[src/rtl/wb_commit_queue.sv]
// In-order writeback commit queue between MEM and the register/CSR files.
// Retires one entry per cycle from the head; exceptions and ERTN flush the whole queue.
module wb_commit_queue #(
    parameter int unsigned XLEN  = 32,
    parameter int unsigned DEPTH = 2,
    parameter int unsigned EX_WD = 14,
    parameter logic [6*EX_WD-1:0] ECODE_TABLE = {
        6'h09, 6'h0B, 6'h0C, 6'h0D, 6'h00, 6'h00, 6'h08,
        6'h08, 6'h04, 6'h07, 6'h02, 6'h01, 6'h03, 6'h3F
    },
    parameter int unsigned ADEM_IDX = 7
) (
    input  logic                  clk,
    input  logic                  reset,

    input  logic                  ms_to_ws_valid,
    output logic                  ws_allowin,
    input  logic [XLEN-1:0]       ms_pc,
    input  logic [XLEN-1:0]       ms_result,
    input  logic [XLEN-1:0]       ms_vaddr,
    input  logic [XLEN-1:0]       ms_csr_wmask,
    input  logic [XLEN-1:0]       ms_csr_wvalue,
    input  logic                  ms_gr_we,
    input  logic [4:0]            ms_dest,
    input  logic [1:0]            ms_csr_op,
    input  logic [13:0]           ms_csr_rnum,
    input  logic [EX_WD-1:0]      ms_ex,
    input  logic                  ms_ertn,
    input  logic [4:0]            ms_tlb_op,

    input  logic                  rf_ready,
    output logic                  rf_we,
    output logic [4:0]            rf_waddr,
    output logic [XLEN-1:0]       rf_wdata,

    output logic                  ws_ex_to_csr,
    output logic                  ws_ertn_flush,
    output logic                  ws_ex,
    output logic [5:0]            ws_ecode,
    output logic [8:0]            ws_esubcode,
    output logic [XLEN-1:0]       ws_vaddr,

    output logic                  ws_csr_we,
    output logic [13:0]           ws_csr_rnum,
    output logic [XLEN-1:0]       ws_csr_wmask,
    output logic [XLEN-1:0]       ws_csr_wvalue,
    input  logic [XLEN-1:0]       ws_csr_rvalue,

    output logic [4:0]            ws_tlb_op,

    output logic [DEPTH-1:0]      ws_rel_we,
    output logic [5*DEPTH-1:0]    ws_rel_dest,
    output logic [XLEN*DEPTH-1:0] ws_rel_data,
    output logic [DEPTH-1:0]      ws_rel_nofwd,

    output logic [31:0]           debug_wb_pc,
    output logic [3:0]            debug_wb_rf_wen,
    output logic [4:0]            debug_wb_rf_wnum,
    output logic [31:0]           debug_wb_rf_wdata
);

    localparam int unsigned PW = (DEPTH > 1) ? $clog2(DEPTH) : 1;
    localparam int unsigned CW = $clog2(DEPTH + 1);
    localparam int unsigned SW = (EX_WD > 1) ? $clog2(EX_WD) : 1;

    logic [XLEN-1:0]  pc_q     [DEPTH];
    logic [XLEN-1:0]  result_q [DEPTH];
    logic [XLEN-1:0]  vaddr_q  [DEPTH];
    logic [XLEN-1:0]  wmask_q  [DEPTH];
    logic [XLEN-1:0]  wvalue_q [DEPTH];
    logic             gr_we_q  [DEPTH];
    logic [4:0]       dest_q   [DEPTH];
    logic [1:0]       csr_op_q [DEPTH];
    logic [13:0]      rnum_q   [DEPTH];
    logic [EX_WD-1:0] ex_q     [DEPTH];
    logic             ertn_q   [DEPTH];
    logic [4:0]       tlb_op_q [DEPTH];

    logic [PW-1:0] head;
    logic [PW-1:0] tail;
    logic [CW-1:0] count;

    logic          not_empty;
    logic          head_exc;
    logic          head_ert;
    logic          normal_commit;
    logic          pop;
    logic          push;
    logic [SW-1:0] ex_sel;

    function automatic logic [PW-1:0] ptr_inc(input logic [PW-1:0] p);
        return (p == PW'(DEPTH - 1)) ? '0 : p + PW'(1);
    endfunction

    assign not_empty     = (count != '0);
    assign head_exc      = not_empty & (|ex_q[head]);
    assign head_ert      = not_empty & ertn_q[head] & ~head_exc;
    assign pop           = not_empty & (head_exc | head_ert | ~gr_we_q[head] | rf_ready);
    assign normal_commit = pop & ~head_exc & ~head_ert;

    assign ws_allowin    = (count != CW'(DEPTH));
    assign ws_ex_to_csr  = head_exc;
    assign ws_ertn_flush = head_ert;
    assign ws_ex         = head_exc | head_ert;
    assign push          = ms_to_ws_valid & ws_allowin & ~ws_ex;

    // Lowest set exception index wins.
    always_comb begin
        ex_sel = '0;
        for (int i = EX_WD - 1; i >= 0; i--) begin
            if (ex_q[head][i]) begin
                ex_sel = SW'(i);
            end
        end
    end

    assign ws_ecode    = head_exc ? ECODE_TABLE[int'(ex_sel)*6 +: 6] : 6'h00;
    assign ws_esubcode = {8'h00, head_exc & (ex_sel == SW'(ADEM_IDX))};

    assign rf_we         = normal_commit & gr_we_q[head];
    assign rf_waddr      = dest_q[head];
    assign rf_wdata      = csr_op_q[head][0] ? ws_csr_rvalue : result_q[head];
    assign ws_csr_we     = normal_commit & csr_op_q[head][1];
    assign ws_tlb_op     = normal_commit ? tlb_op_q[head] : 5'h00;
    assign ws_csr_rnum   = rnum_q[head];
    assign ws_csr_wmask  = wmask_q[head];
    assign ws_csr_wvalue = wvalue_q[head];
    assign ws_vaddr      = vaddr_q[head];

    // Slot i of the hazard bus is the i-th oldest entry, not physical slot i.
    always_comb begin
        logic [PW-1:0] slot;
        ws_rel_we    = '0;
        ws_rel_nofwd = '0;
        ws_rel_dest  = '0;
        ws_rel_data  = '0;
        for (int unsigned i = 0; i < DEPTH; i++) begin
            slot = head + PW'(i);
            ws_rel_dest[5*i +: 5]       = dest_q[slot];
            ws_rel_data[XLEN*i +: XLEN] = result_q[slot];
            if (CW'(i) < count) begin
                ws_rel_we[i]    = gr_we_q[slot] & ~(|ex_q[slot]);
                ws_rel_nofwd[i] = csr_op_q[slot][0] | (tlb_op_q[slot] != 5'h00);
            end
        end
    end

    assign debug_wb_pc       = not_empty ? 32'(pc_q[head]) : 32'h0;
    assign debug_wb_rf_wen   = {4{rf_we}};
    assign debug_wb_rf_wnum  = rf_waddr;
    assign debug_wb_rf_wdata = 32'(rf_wdata);

    always_ff @(posedge clk or posedge reset) begin
        if (reset) begin
            head  <= '0;
            tail  <= '0;
            count <= '0;
            for (int unsigned i = 0; i < DEPTH; i++) begin
                pc_q[i]     <= '0;
                result_q[i] <= '0;
                vaddr_q[i]  <= '0;
                wmask_q[i]  <= '0;
                wvalue_q[i] <= '0;
                gr_we_q[i]  <= 1'b0;
                dest_q[i]   <= '0;
                csr_op_q[i] <= '0;
                rnum_q[i]   <= '0;
                ex_q[i]     <= '0;
                ertn_q[i]   <= 1'b0;
                tlb_op_q[i] <= '0;
            end
        end else begin
            if (push) begin
                pc_q[tail]     <= ms_pc;
                result_q[tail] <= ms_result;
                vaddr_q[tail]  <= ms_vaddr;
                wmask_q[tail]  <= ms_csr_wmask;
                wvalue_q[tail] <= ms_csr_wvalue;
                gr_we_q[tail]  <= ms_gr_we;
                dest_q[tail]   <= ms_dest;
                csr_op_q[tail] <= ms_csr_op;
                rnum_q[tail]   <= ms_csr_rnum;
                ex_q[tail]     <= ms_ex;
                ertn_q[tail]   <= ms_ertn;
                tlb_op_q[tail] <= ms_tlb_op;
            end
            if (ws_ex) begin
                count <= '0;
                head  <= tail;
            end else begin
                if (push) begin
                    tail <= ptr_inc(tail);
                end
                if (pop) begin
                    head <= ptr_inc(head);
                end
                count <= count + CW'(push) - CW'(pop);
            end
        end
    end

endmodule

[config.mk]
export PLATFORM = sky130hd
export DESIGN_NAME = wb_commit_queue
export DESIGN_NICKNAME = d
export VERILOG_FILES = /design/src/rtl/wb_commit_queue.sv
export SDC_FILE = /design/constraint.sdc
export NUM_CORES = 1
export LEC_CHECK = 0
export ABC_AREA = 1
export BUFFER_PORTS_ARGS = -buffer_cell sky130_fd_sc_hd__buf_2
export CAP_MARGIN = 20
export CORE_AREA = 2 2 221 223
export CTS_CLUSTER_SIZE = 8
export DETAILED_ROUTE_END_ITERATION = 10
export DIE_AREA = 0 0 223 225
export MAX_ROUTING_LAYER = met4
export PLACE_DENSITY = 0.71
export SKIP_CTS_REPAIR_TIMING = 1
export SLEW_MARGIN = 20
export SYNTH_ARGS = -nofsm -noshare
export SYNTH_HDL_FRONTEND = slang
export SYNTH_SLANG_ARGS = --single-unit
[constraint.sdc]
create_clock -name clk -period 14 [get_ports clk]
set_input_delay 2.8 -clock clk [delete_from_list [all_inputs] [get_ports clk]]
set_output_delay 2.8 -clock clk [all_outputs]
set_load 0.02 [all_outputs]
==> reports/results.ini <==
[pwr]
p_leak_nw = 13.3
switchingPower_mw = 3.18
internal_power_mw = 3.52
vdd_drop_max_mv = 0.151
pwr-share-seq_pct = 30.6
p_sw_share_pct = 47.5
p_clk_share_pct = 17.6
power_frac_comb_pct = 51.8
total_power_mw = 6.70
power_per_cell_area_mw_per_mm2 = 279

[routing]
via_per_inst = 4.97
wl_met3_um = 4450
dr_wl_met2_um = 28900
drc_errors = 0
drtAntennaViolNets = 0
wl_met1_um = 22600
first_pass_iters = 8
wl_um = 58600
wire_per_inst_um = 16.7
drtIter0Drc = 1426
routed-via-count = 17500
top_layer_used = met4

[global_route]
grt_pass1_vias = 16600
grt_pass1_wl_um = 89900
track_usage_pct = 23.3
antenna_found_initial = 15
grt_overflow = 0
grt_max_degree = 180

[timing]
rsz0062_at_grt = no
finClkSkew_ns = 0.0213
min_period_ns = 6.97
timing.final.crit_share_pct = 49.8
slew_viol_final = 0
setup_viol = 0
fmax_mhz = 144
final.setup.tns_ns = 0
hold_violations = 0
worstMarginPinSlew_ns = 1.15
maxSlewHeadroom_pct = 23.6
whs_ns = 0.477

[logic_synthesis]
yosys.area.top_type = dfrtp_1
synth_area_leaders = dfrtp_1 (51%), nand2_1 (17%), o21ai_0 (7.3%), o21ai_2 (6.8%), inv_1 (5.2%)
synth-edff-count = 0
ys.flop_type = dfrtp_1
async_flop_share_pct = 100
syn_inst = 2456
syn_area_mm2 = 0.0201
ys_warn_count = 0
syn_area_per_cell_um2 = 8.18
yosysTopAreaCellShare_pct = 50.8
ys_seq_area_share_pct = 50.8
synth.ff_latch_count = 408
ys_types = 33

[clock_network]
insertion_delay_ns = 0.58
cts_tree = yes
clock-sinks = 408
htreeDepth = 2
cts_made_buffers = 57
clk_pin_slew_ns = 0.05
clk_path_buf_depth = 3
root_buffer = clkbuf_16

[floorplanning]
dieArea_mm2 = 0.0502
initial_core_util_pct = 42.2
die-width_um = 223
io_pins = 562
coreArea_mm2 = 0.0475
die_y_um = 225
row_count = 80

[job]
maxCapViolations = 0

[final_layout]
seqCellArea_mm2 = 0.0102
area_growth_pct = 19.7
multi_input_area_mm2 = 0.00760
drive_above_1_share_pct = 28.7
nets = 3130
fillers = 4515

[placement]
portBuffers = 553
dpl.hpwl_um = 40600
globalplace.congestion = 0.867

[outcome]
status = finished clean

[setup_path]
crit_type = reg -> out
start_kind = flip-flop
crit_path_max_fanout = 86
crit_required_ns = 11.20
cp_data_arrival_time_ns = 4.17
cp-end-kind = output pin

[worst_hold_path]
min_path_type = reg -> reg

-- final timing paths --
check                                        from                        to  slack [ns]  cells past startpoint
setup / recovery                 head$_DFFE_PP0P_               rf_wdata[2]        7.03                      6
hold / removal             gr_we_q[1]$_DFFE_PP0P_    gr_we_q[1]$_DFFE_PP0P_        0.48                      2
setup reg to reg                 head$_DFFE_PP0P_     rnum_q[9]$_DFFE_PP0P_        9.52                     12
hold reg to reg            gr_we_q[1]$_DFFE_PP0P_    gr_we_q[1]$_DFFE_PP0P_        0.48                      2
max in group asynchronous                   reset   vaddr_q[18]$_DFFE_PP0P_        8.54                      5
min in group asynchronous                   reset  wvalue_q[51]$_DFFE_PP0P_        2.42                      2
-- placed cells by master, fill, tap and decap left out, types with 2 or more instances in the layout --
cell	n
o21ai_1	52
dfrtp_1	407
buf_12	2
nand4_1	7
buf_2	553
clkbuf_16	57
nor3_1	5
ha_1	3
mux2_2	32
or2_1	2
diode_2	14
o21ai_2	155
mux2i_1	5
conb_1	8
nor4_1	7
a21oi_1	37
buf_4	13
inv_1	274
nand2_1	930
nor2_1	21
nand3_1	4
buf_6	2
o21ai_0	291
nand2_2	3
-- routing by layer --
layer  up-vias  GRT usage (%)
met4         0           11.0
met2       609           38.1
met5         -              -
li1       8462              -
met3       116           6.51
met1      8317           26.5
-- state kept, by name, summed over array words and instances (netlist names), 2 cells and up --
| signal | count |
|---|---|
| pc_q | 64 |
| rnum_q | 28 |
| vaddr_q | 64 |
| wvalue_q | 64 |
| result_q | 64 |
| wmask_q | 64 |
| ertn_q | 2 |
| dest_q | 10 |
| tlb_op_q | 10 |
| count | 2 |
| gr_we_q | 2 |
| csr_op_q | 4 |
| ex_q | 28 |
-- per-stage QoR --
step	setup WS, ns	area, um^2	util, %	cells
after floorplan	5.70	20100	-	2463
after global placement	7.18	22600	47.4	3445
after detailed placement	7.10	22600	47.4	3445
after CTS	6.99	24000	50.5	3505
after global routing	6.83	24000	50.6	3519
final	7.03	24000	50.6	3519
-- critical path: stages (launching register included) --
cell and delay, ns:
dfrtp_4 0.56, buf_4 0.71, buf_4 0.77, mux2i_4 0.34
buf_4 0.43, mux2_2 0.47, buf_2 0.18
-- cell usage after synthesis, types with 3 or more instances --
cell	count
nand2_1	930
dfrtp_1	408
o21ai_0	291
inv_1	276
o21ai_2	155
clkbuf_1	94
buf_4	56
o21ai_1	52
buf_6	43
a21oi_1	37
mux2_2	32
nor2_1	22
buf_1	7
nand4_1	7
nor4_1	7
mux2i_1	6
nand3_1	5
nor3_1	5
buf_2	3
ha_1	3
nand2_2	3
or2_1	3
-- cell families after synthesis --
| family | after synthesis | synth area share (%) |
|---|---|---|
| muxes | 38 | 2.09 |
| and+or+nand+nor | 984 | 18.7 |
| AOI/OAI and AO/OA | 540 | 16.4 |
| adders and majority gates | 3 | 0.187 |
| xor gates and xnor gates | 2 | 0.0872 |
| other | 1 | 0.0187 |
| buffers and inverters | 480 | 11.6 |
| DFF | 408 | 50.8 |
-- power groups by stage --
stage | clock [mW] | sequential, mW | combinational (mW)
after floorplan | 0 | 1.97 | 2.61
after global placement | 0 | 2.02 | 3.43
after detailed placement | 0 | 2.06 | 3.49
after CTS | 1.22 | 2.04 | 3.51
after global routing | 1.26 | 2.11 | 3.80
final | 1.18 | 2.05 | 3.47
-- cell type report --
class / count / share of cell area (%)
Sequential cell: 408 / 42.5
Multi-Input combinational cell: 1575 / 31.6
Timing Repair Buffer: 570 / 12.2
Clock buffer: 59 / 6.00
Inverter: 277 / 4.36
Tap cell: 615 / 3.20
Antenna cell: 14 / 0.146
Clock inverter: 1 / 0.0364
(Power assumes the default switching activity.)
